[src/rtl/sram_bus_arbiter.sv]
// Arbitrates the CPU fetch and data ports onto one SRAM bus. Byte, half and word
// accesses become a word address plus byte mask; load data is aligned and extended.
module sram_bus_arbiter #(
  parameter int unsigned ACCESS_CYCLES = 2,
  parameter int unsigned ADDR_W        = 20
) (
  input  logic              clk,
  input  logic              rst,
  input  logic              inst_req,
  input  logic [31:0]       inst_addr,
  output logic [31:0]       inst_rdata,
  output logic              inst_ack,
  input  logic              data_req,
  input  logic              data_we,
  input  logic [1:0]        data_size,
  input  logic              data_signed,
  input  logic [31:0]       data_addr,
  input  logic [31:0]       data_wdata,
  output logic [31:0]       data_rdata,
  output logic              data_ack,
  output logic              data_misalign,
  output logic [ADDR_W-1:0] bus_addr,
  output logic              read_op,
  output logic              write_op,
  output logic [31:0]       bus_data_write,
  output logic [3:0]        byte_mask,
  input  logic [31:0]       bus_data_read
);

  localparam int unsigned CNT_W = (ACCESS_CYCLES > 1) ? $clog2(ACCESS_CYCLES) : 1;
  localparam logic [CNT_W-1:0] CNT_LOAD = CNT_W'(ACCESS_CYCLES - 1);

  typedef enum logic [1:0] {IDLE, ACCESS, RESP} state_t;

  state_t             state_q, state_d;
  logic [CNT_W-1:0]   cnt_q, cnt_d;
  logic               grant_data_q, grant_data_d;
  logic               we_q, we_d;
  logic [1:0]         size_q, size_d;
  logic               signed_q, signed_d;
  logic [1:0]         off_q, off_d;

  logic [ADDR_W-1:0]  bus_addr_d;
  logic               read_op_d, write_op_d;
  logic [31:0]        bus_data_write_d;
  logic [3:0]         byte_mask_d;
  logic               inst_ack_d, data_ack_d, data_misalign_d;
  logic [31:0]        inst_rdata_d, data_rdata_d;

  logic               misalign_c;
  logic [3:0]         store_mask_c;
  logic [31:0]        store_lanes_c;
  logic [31:0]        shifted_c;
  logic [31:0]        load_data_c;
  logic               unused_addr_bits;

  // Address bits above the SRAM window and the fetch byte offset carry no meaning here.
  assign unused_addr_bits = ^{inst_addr[31:ADDR_W+2], inst_addr[1:0], data_addr[31:ADDR_W+2]};

  always_comb begin
    misalign_c = 1'b0;
    case (data_size)
      2'b01:   misalign_c = data_addr[0];
      2'b10:   misalign_c = |data_addr[1:0];
      2'b11:   misalign_c = 1'b1;
      default: misalign_c = 1'b0;
    endcase
  end

  // Store byte enables and lane replication so any enabled lane sees the right bytes.
  always_comb begin
    store_mask_c  = 4'b1111;
    store_lanes_c = data_wdata;
    case (data_size)
      2'b00: begin
        store_mask_c  = 4'b0001 << data_addr[1:0];
        store_lanes_c = {4{data_wdata[7:0]}};
      end
      2'b01: begin
        store_mask_c  = 4'b0011 << {data_addr[1], 1'b0};
        store_lanes_c = {2{data_wdata[15:0]}};
      end
      default: begin
        store_mask_c  = 4'b1111;
        store_lanes_c = data_wdata;
      end
    endcase
  end

  // Load alignment: bring the addressed byte/half to bit 0, then extend.
  assign shifted_c = bus_data_read >> {off_q, 3'b000};

  always_comb begin
    load_data_c = shifted_c;
    case (size_q)
      2'b00:   load_data_c = signed_q ? {{24{shifted_c[7]}}, shifted_c[7:0]}
                                      : {24'd0, shifted_c[7:0]};
      2'b01:   load_data_c = signed_q ? {{16{shifted_c[15]}}, shifted_c[15:0]}
                                      : {16'd0, shifted_c[15:0]};
      default: load_data_c = shifted_c;
    endcase
  end

  // Next-state and next-output logic; bus fields hold their value unless reloaded.
  always_comb begin
    state_d          = state_q;
    cnt_d            = cnt_q;
    grant_data_d     = grant_data_q;
    we_d             = we_q;
    size_d           = size_q;
    signed_d         = signed_q;
    off_d            = off_q;
    bus_addr_d       = bus_addr;
    read_op_d        = read_op;
    write_op_d       = write_op;
    bus_data_write_d = bus_data_write;
    byte_mask_d      = byte_mask;
    inst_ack_d       = 1'b0;
    data_ack_d       = 1'b0;
    data_misalign_d  = 1'b0;
    inst_rdata_d     = '0;
    data_rdata_d     = '0;

    case (state_q)
      IDLE: begin
        if (data_req) begin
          grant_data_d = 1'b1;
          we_d         = data_we;
          size_d       = data_size;
          signed_d     = data_signed;
          off_d        = data_addr[1:0];
          if (misalign_c) begin
            state_d         = RESP;
            data_ack_d      = 1'b1;
            data_misalign_d = 1'b1;
          end else begin
            state_d          = ACCESS;
            cnt_d            = CNT_LOAD;
            bus_addr_d       = data_addr[ADDR_W+1:2];
            read_op_d        = ~data_we;
            write_op_d       = data_we;
            byte_mask_d      = data_we ? store_mask_c : 4'b1111;
            bus_data_write_d = data_we ? store_lanes_c : 32'd0;
          end
        end else if (inst_req) begin
          grant_data_d     = 1'b0;
          we_d             = 1'b0;
          size_d           = 2'b10;
          signed_d         = 1'b0;
          off_d            = 2'b00;
          state_d          = ACCESS;
          cnt_d            = CNT_LOAD;
          bus_addr_d       = inst_addr[ADDR_W+1:2];
          read_op_d        = 1'b1;
          write_op_d       = 1'b0;
          byte_mask_d      = 4'b1111;
          bus_data_write_d = 32'd0;
        end
      end

      ACCESS: begin
        if (cnt_q == '0) begin
          state_d    = RESP;
          read_op_d  = 1'b0;
          write_op_d = 1'b0;
          if (grant_data_q) begin
            data_ack_d   = 1'b1;
            data_rdata_d = we_q ? 32'd0 : load_data_c;
          end else begin
            inst_ack_d   = 1'b1;
            inst_rdata_d = bus_data_read;
          end
        end else begin
          cnt_d = cnt_q - CNT_W'(1);
        end
      end

      RESP: begin
        state_d = IDLE;
      end

      default: begin
        state_d    = IDLE;
        read_op_d  = 1'b0;
        write_op_d = 1'b0;
      end
    endcase
  end

  // State and output registers; reset clears strobes immediately.
  always_ff @(posedge clk or posedge rst) begin
    if (rst) begin
      state_q        <= IDLE;
      cnt_q          <= '0;
      grant_data_q   <= 1'b0;
      we_q           <= 1'b0;
      size_q         <= 2'b00;
      signed_q       <= 1'b0;
      off_q          <= 2'b00;
      bus_addr       <= '0;
      read_op        <= 1'b0;
      write_op       <= 1'b0;
      bus_data_write <= '0;
      byte_mask      <= '0;
      inst_ack       <= 1'b0;
      data_ack       <= 1'b0;
      data_misalign  <= 1'b0;
      inst_rdata     <= '0;
      data_rdata     <= '0;
    end else begin
      state_q        <= state_d;
      cnt_q          <= cnt_d;
      grant_data_q   <= grant_data_d;
      we_q           <= we_d;
      size_q         <= size_d;
      signed_q       <= signed_d;
      off_q          <= off_d;
      bus_addr       <= bus_addr_d;
      read_op        <= read_op_d;
      write_op       <= write_op_d;
      bus_data_write <= bus_data_write_d;
      byte_mask      <= byte_mask_d;
      inst_ack       <= inst_ack_d;
      data_ack       <= data_ack_d;
      data_misalign  <= data_misalign_d;
      inst_rdata     <= inst_rdata_d;
      data_rdata     <= data_rdata_d;
    end
  end

endmodule

[config.mk]
export PLATFORM = sky130hd
export DESIGN_NAME = sram_bus_arbiter
export DESIGN_NICKNAME = d
export VERILOG_FILES = /design/src/rtl/sram_bus_arbiter.sv
export SDC_FILE = /design/constraint.sdc
export NUM_CORES = 1
export LEC_CHECK = 0
export CAP_MARGIN = 20
export CORE_MARGIN = 3
export CORE_UTILIZATION = 42
export CTS_CLUSTER_DIAMETER = 200
export DETAILED_ROUTE_END_ITERATION = 16
export PLACE_DENSITY = 0.85
export SETUP_SLACK_MARGIN = 0.2
export SLEW_MARGIN = 10
export SYNTH_ARGS = -nofsm -noshare
export SYNTH_HDL_FRONTEND = slang
export SYNTH_SLANG_ARGS = --single-unit
[constraint.sdc]
create_clock -name clk -period 5.1 [get_ports clk]
set_input_delay 1.02 -clock clk [delete_from_list [all_inputs] [get_ports clk]]
set_output_delay 1.02 -clock clk [all_outputs]
set_load 0.02 [all_outputs]
After elaboration in Yosys (flattened, before gate mapping)
Index checks and enable logic that the tools add are counted.
{ "op_classes": {"n_reduce_logical": 11, "eq_ne": 10, "bitwise": 2, "muxes": 58, "n_addsub": 1, "shifts": 3} }
{ "op_table": {"columns": ["operator", "n"], "rows": [
  ["$mux 32", 13],
  ["$pmux 32 s2", 2],
  ["$mux 20", 3],
  ["$shr 32x5->32", 1],
  ["$mux 1", 21],
  ["$mux 2", 8],
  ["$mux 4", 4],
  ["$pmux 1 s3", 3],
  ["$pmux 4 s2", 1],
  ["$eq 2x1->1 const B", 3],
  ["$eq 2x2->1 const B", 3],
  ["$logic_not 2->1", 3],
  ["$ne 3x3->1 const B", 2],
  ["$reduce_and 3->1", 2],
  ["$ne 2x2->1 const B", 2],
  ["$pmux 1 s2", 2],
  ["$pmux 2 s2", 1],
  ["$reduce_and 2->1", 2],
  ["$reduce_and 4->1", 1],
  ["$reduce_bool 2->1", 2],
  ["$shl 1x2->4 const A", 1],
  ["$shl 2x2->4 const A", 1],
  ["$not 1->1", 2],
  ["$reduce_or 2->1", 1],
  ["$sub 1x1->1 const B", 1]
]} }
{ "word_totals": {"ff_bits": 135, "output_inout_bits": 125} }

Depth between registers and ports, before layout
{ "depth": {"depth_word": 7, "ltp_mapped": 7, "mapped_depth_nobuf": 4} }

Worst setup path before layout
Ideal clock, no wire load.
{ "synth_timing": {"path_type": "input -> register", "startpoint": "input data_size[0]", "endpoint": "register byte_mask[3]", "cell_stages": 5, "path_slack_ns": 2.860, "arrival_time_ns": 2.112, "path_buffers": 2, "t_required_ns": 4.972, "setup_time_ns": 0.128, "path_cell_list": "buf_2 -> a21oi_1 -> o221ai_2 -> buf_2 -> mux2_1"} }
{ "synth_via": {"elab_chain_cells": 5, "word_cells_on_any_way": 11, "cone_classes": "eq/ne: 4; mux: 5; reduce/logical: 2"} }
{ "synth_rtl": {"columns": ["item", "line", "rtl"], "rows": [
  ["start: declaration", "15", "input logic [1:0] data_size,"],
  ["$eq 2x1->1 / $logic_not 2->1 (equally long branches)", "62, 74", null],
  ["$pmux 4 s2", "74", "case (data_size)"],
  ["$mux 4", "142", "byte_mask_d = data_we ? store_mask_c : 4'b1111;"],
  ["$mux 4", "132", "if (misalign_c) begin"],
  ["$mux 4", "126", "if (data_req) begin"],
  ["end signal: assignment", "222", "byte_mask <= byte_mask_d;"],
  ["end: declaration", "26", "output logic [3:0] byte_mask,"]
]} }
Several ways; a longest one is shown, not always the timed one. The select of a mux whose other input is x is not followed.
A chain may end at the register's enable or synchronous reset.

Worst setup path in the final report
{ "layout_timing": {"startpoint": "input data_req", "endpoint": "register byte_mask[2]"} }
{ "layout_via": {"elab_chain_cells": 2, "word_cells_on_any_way": 4, "cone_classes": "eq/ne: 1; mux: 1; reduce/logical: 2"} }
{ "layout_rtl": {"columns": ["item", "line", "rtl"], "rows": [
  ["start: declaration", "13", "input logic data_req,"],
  ["$ne 2x2->1 (no line) / $reduce_bool 2->1 (equally long branches)", null, null],
  ["$reduce_and 3->1 (no line)", null, null]
]} }
Several ways; a longest one is shown, not always the timed one.

==> results.toml <==
[detailed_routing]
drtAntennaViolNets = 0
detailroute.via_count = 4955
drc_errors = 0
drt_iter0_markers = 272
drtPass1Iterations = 4
drt-wirelength-per-cell_um = 18.34
sum_of_routed_wire_length_over_all_layers_um = 17290
detail_route.vias_per_cell = 5.255

[sta]
slew-limit-headroom_pct = 22.11
tns_setup_ns = 0
report.final.setup_viol = 0
final.min_clock_period_ns = 3.123
grt_setup_unrepaired = "false"
clock.fmax_ghz = 0.3202
slew_worst_pin_ns = 1.168
final-max-slew-violation-count = 0
fin_clk_skew_ns = 0.009316
layout_worst_path_cycle_share_pct = 61.24
finalHoldWorstSlack_ns = 0.4770
hold_violations = 0

[worst_hold_path]
hold_path.class = "register to register"
hold_path.startpoint = "bus_data_write[22]$_DFFE_PP0P_"

[critical_path]
critical_path_required_ns = 5.35
timing.critical_path.from = "data_req"
critPathKind = "primary input to register"
origin_of_the_critical_flop_to_flop_path = "off_q[1]$_DFFE_PP0P_"
worst_setup_path_start_kind = "primary input"
largest_fanout_on_the_critical_path = 28
cp.arrival_ns = 3.37
setup.worst_path.end_class = "register"

[placed_design]
port-buffer-count = 238
gp_routability_congestion = 0.8360
post-dp-hpwl_um = 12410
placed_cells = 910

[cells_and_area]
commonest_cells_after_routing_fill_and_taps_aside = "sky130_fd_sc_hd__clkdlybuf4s50_1 (238), sky130_fd_sc_hd__dfrtp_1 (135), sky130_fd_sc_hd__nand2_1 (76)"
layout.cells.non_filler = 943
finish.net_count = 890
num-fill-cells = 970
n_antenna_cell = 0
final_common_cell = "sky130_fd_sc_hd__clkdlybuf4s50_1"
syn_to_final_growth_pct = 53.39
drive_above_1_share_pct = 6.389

[logic_synthesis]
post_synth_mux_area_share_pct = 10.77
post_synth_num_cell_types = 40
post_synth_and_or_nand_nor_area_fraction_pct = 12.65
ys_ff_latch = 135
synth_compound_area_share_pct = 15.55
syn_area_um2 = 5866
dominant_combinational_cell_family_by_area_after_synthesis = "compound AO/OA/AOI/OAI gates"
yosys_warnings = 0
synth-seq-area-share_pct = 57.59
syn_area_per_cell_um2 = 11.13
synth-adder-area-share_pct = 0
synth_fp_nets = 663
syn-instance-count = 527
yosys.area_share.xor_xnor_pct = 0.1493

[power]
power.share.sequential_pct = 34.4
total_power_consumption_of_the_routed_design_uw = 4544
p_int_uw = 2923
power.density_nw_per_um2 = 505.0
netSwitchingPower_uw = 1621
power.share.combinational_pct = 37.9
ir_drop_mv = 0.2778
net_switching_share_of_the_total_power_pct = 35.67
static-leakage-power_uw = 0.003992
clkPwrFrac_pct = 27.6

[job]
max_cap_viol_count = 0

[global_route]
grt_util_all_layers_pct = 22.41
overflow = 0
grt_first_pass_wirelength_um = 26350
grt_antenna_before_repair = 0
grt_pass1_vias = 5172
grt_start_max_net_pins = 98

[status]
result_of_the_run = "finished, final reports clean"

[floorplanning]
num_rows = 42
core_area_um2 = 13450
start_util_pct = 43.60
floorplan.die.height_um = 124.2
floorplan.die_area_um2 = 15420
die_width_um = 124.2
design.portCount = 261

[clock_network]
clock-sinks = 135
worst_setup_hold_path_clk_slew_ns = 0.06
post_cts_hold_buffer_count = 0
clock_tree_from_tritoncts = "built"
maximum_buffer_depth_of_the_clock_tree = 2
cts-buffers-inserted = 17
worst_skew_pair_later_pin_latency_ns = 0.42
cts_resized = 0
cts_root_buf = "sky130_fd_sc_hd__clkbuf_16"
post-cts-setup-buffer-count = 0
ctsHtreeMaxLevel = 4
==> metal layers <==
metal	vias up	share of wire, %	GRT usage, %
li1	2303	-	-
met2	252	47	36.96
met4	0	2.9	9.172
met3	35	11	9.219
met1	2365	38	25.89
met5	-	0	0
==> path summary, 6_finish.rpt <==
| check | cells after the start | endpoint | slack, ns |
|---|---|---|---|
| worst max-delay path | 5 | byte_mask[2]$_DFFE_PP0P_ | 1.98 |
| worst min-delay path | 2 | bus_data_write[22]$_DFFE_PP0P_ | 0.48 |
| worst max register to register | 4 | data_rdata[31]$_DFF_PP0_ | 2.62 |
| worst min register to register | 2 | bus_data_write[22]$_DFFE_PP0P_ | 0.48 |
| max in group asynchronous | 3 | inst_rdata[12]$_DFF_PP0_ | 2.86 |
| min in group asynchronous | 2 | inst_rdata[0]$_DFF_PP0_ | 1.17 |
==> area by class of cell <==
cell class / count / area (µm²) / share of cell area (%)
Clock buffer: 17 / 425.4 / 4.728
Clock inverter: 15 / 178.9 / 1.989
Inverter: 7 / 31.28 / 0.3477
Multi-Input combinational cell: 348 / 2308 / 25.66
Sequential cell: 135 / 3378 / 37.55
Tap cell: 176 / 220.2 / 2.448
Timing Repair Buffer: 245 / 2455 / 27.28
==> state kept, by name (all words and copies together), names as in the netlist <==
| register | count |
|---|---|
| signed_q | 1 |
| bus_data_write | 32 |
| inst_ack | 1 |
| we_q | 1 |
| data_misalign | 1 |
| size_q | 2 |
| bus_addr | 20 |
| data_rdata | 32 |
| write_op | 1 |
| off_q | 2 |
| read_op | 1 |
| grant_data_q | 1 |
| inst_rdata | 32 |
| state_q | 2 |
| byte_mask | 4 |
| cnt_q | 1 |
| data_ack | 1 |
==> per-stage QoR <==
stage	instance area (µm²)	util, %	setup slack (ns)
6_report	8997	66.88	1.977
5_1_grt	8997	66.88	1.776
4_1_cts	8982	66.77	1.973
3_5_place_dp	8378	62.28	1.509
3_3_place_gp	8378	62.28	1.659
2_1_floorplan	5866	-	0.4689
==> power groups by stage <==
stage	Sequential (µW)	Clock (µW)	Combinational [µW]
2_1_floorplan	1850	0	654
3_3_place_gp	1560	0	1690
3_5_place_dp	1580	0	1730
4_1_cts	1560	1270	1730
5_1_grt	1600	1320	1860
6_report	1570	1260	1720
==> worst max-delay path: stages <==
cell and delay, ns:
sky130_fd_sc_hd__clkdlybuf4s50_1 0.67, sky130_fd_sc_hd__buf_4 0.41, sky130_fd_sc_hd__nand2_1 0.66, sky130_fd_sc_hd__a211oi_1 0.46, sky130_fd_sc_hd__o21ai_0 0.13
==> cell usage after synthesis (all sizes together) <==
cell | count | area share (%)
clkbuf | 20 | 1.3
nor2b | 11 | 1.2
nand4b | 1 | 0.15
mux2i | 62 | 11
a2111o | 1 | 0.19
o211ai | 3 | 0.38
xnor2 | 1 | 0.15
nand3 | 2 | 0.17
and2 | 34 | 3.6
a21oi | 20 | 1.7
or3 | 1 | 0.11
dfrtp | 135 | 58
nor3b | 2 | 0.45
a21o | 9 | 1.2
o32a | 1 | 0.17
a22oi | 1 | 0.13
a211oi | 16 | 2.0
nand3b | 1 | 0.34
nor4 | 1 | 0.11
o2bb2ai | 8 | 1.2
nand2 | 76 | 4.9
a22o | 5 | 0.75
buf | 17 | 1.6
mux2 | 1 | 0.19
nor2 | 16 | 1.1
or2 | 1 | 0.11
nor3 | 1 | 0.085
o21ai | 43 | 3.7
o221ai | 1 | 0.26
and3b | 1 | 0.15
inv | 7 | 0.45
o31ai | 25 | 3.4
nand2b | 2 | 0.21
a2111oi | 1 | 0.47
==> cell families (layout without fill, tap and decap cells) <==
logic type                count (synthesis)  count (layout)
muxes                                    63              63
xor gates and xnor gates                  1               1
AOI/OAI and AO/OA                       134             134
buffers and inverters                    44             284
DFF                                     135             135
and+or+nand+nor                         150             150
Note: power is estimated with default switching activity, not from simulation.
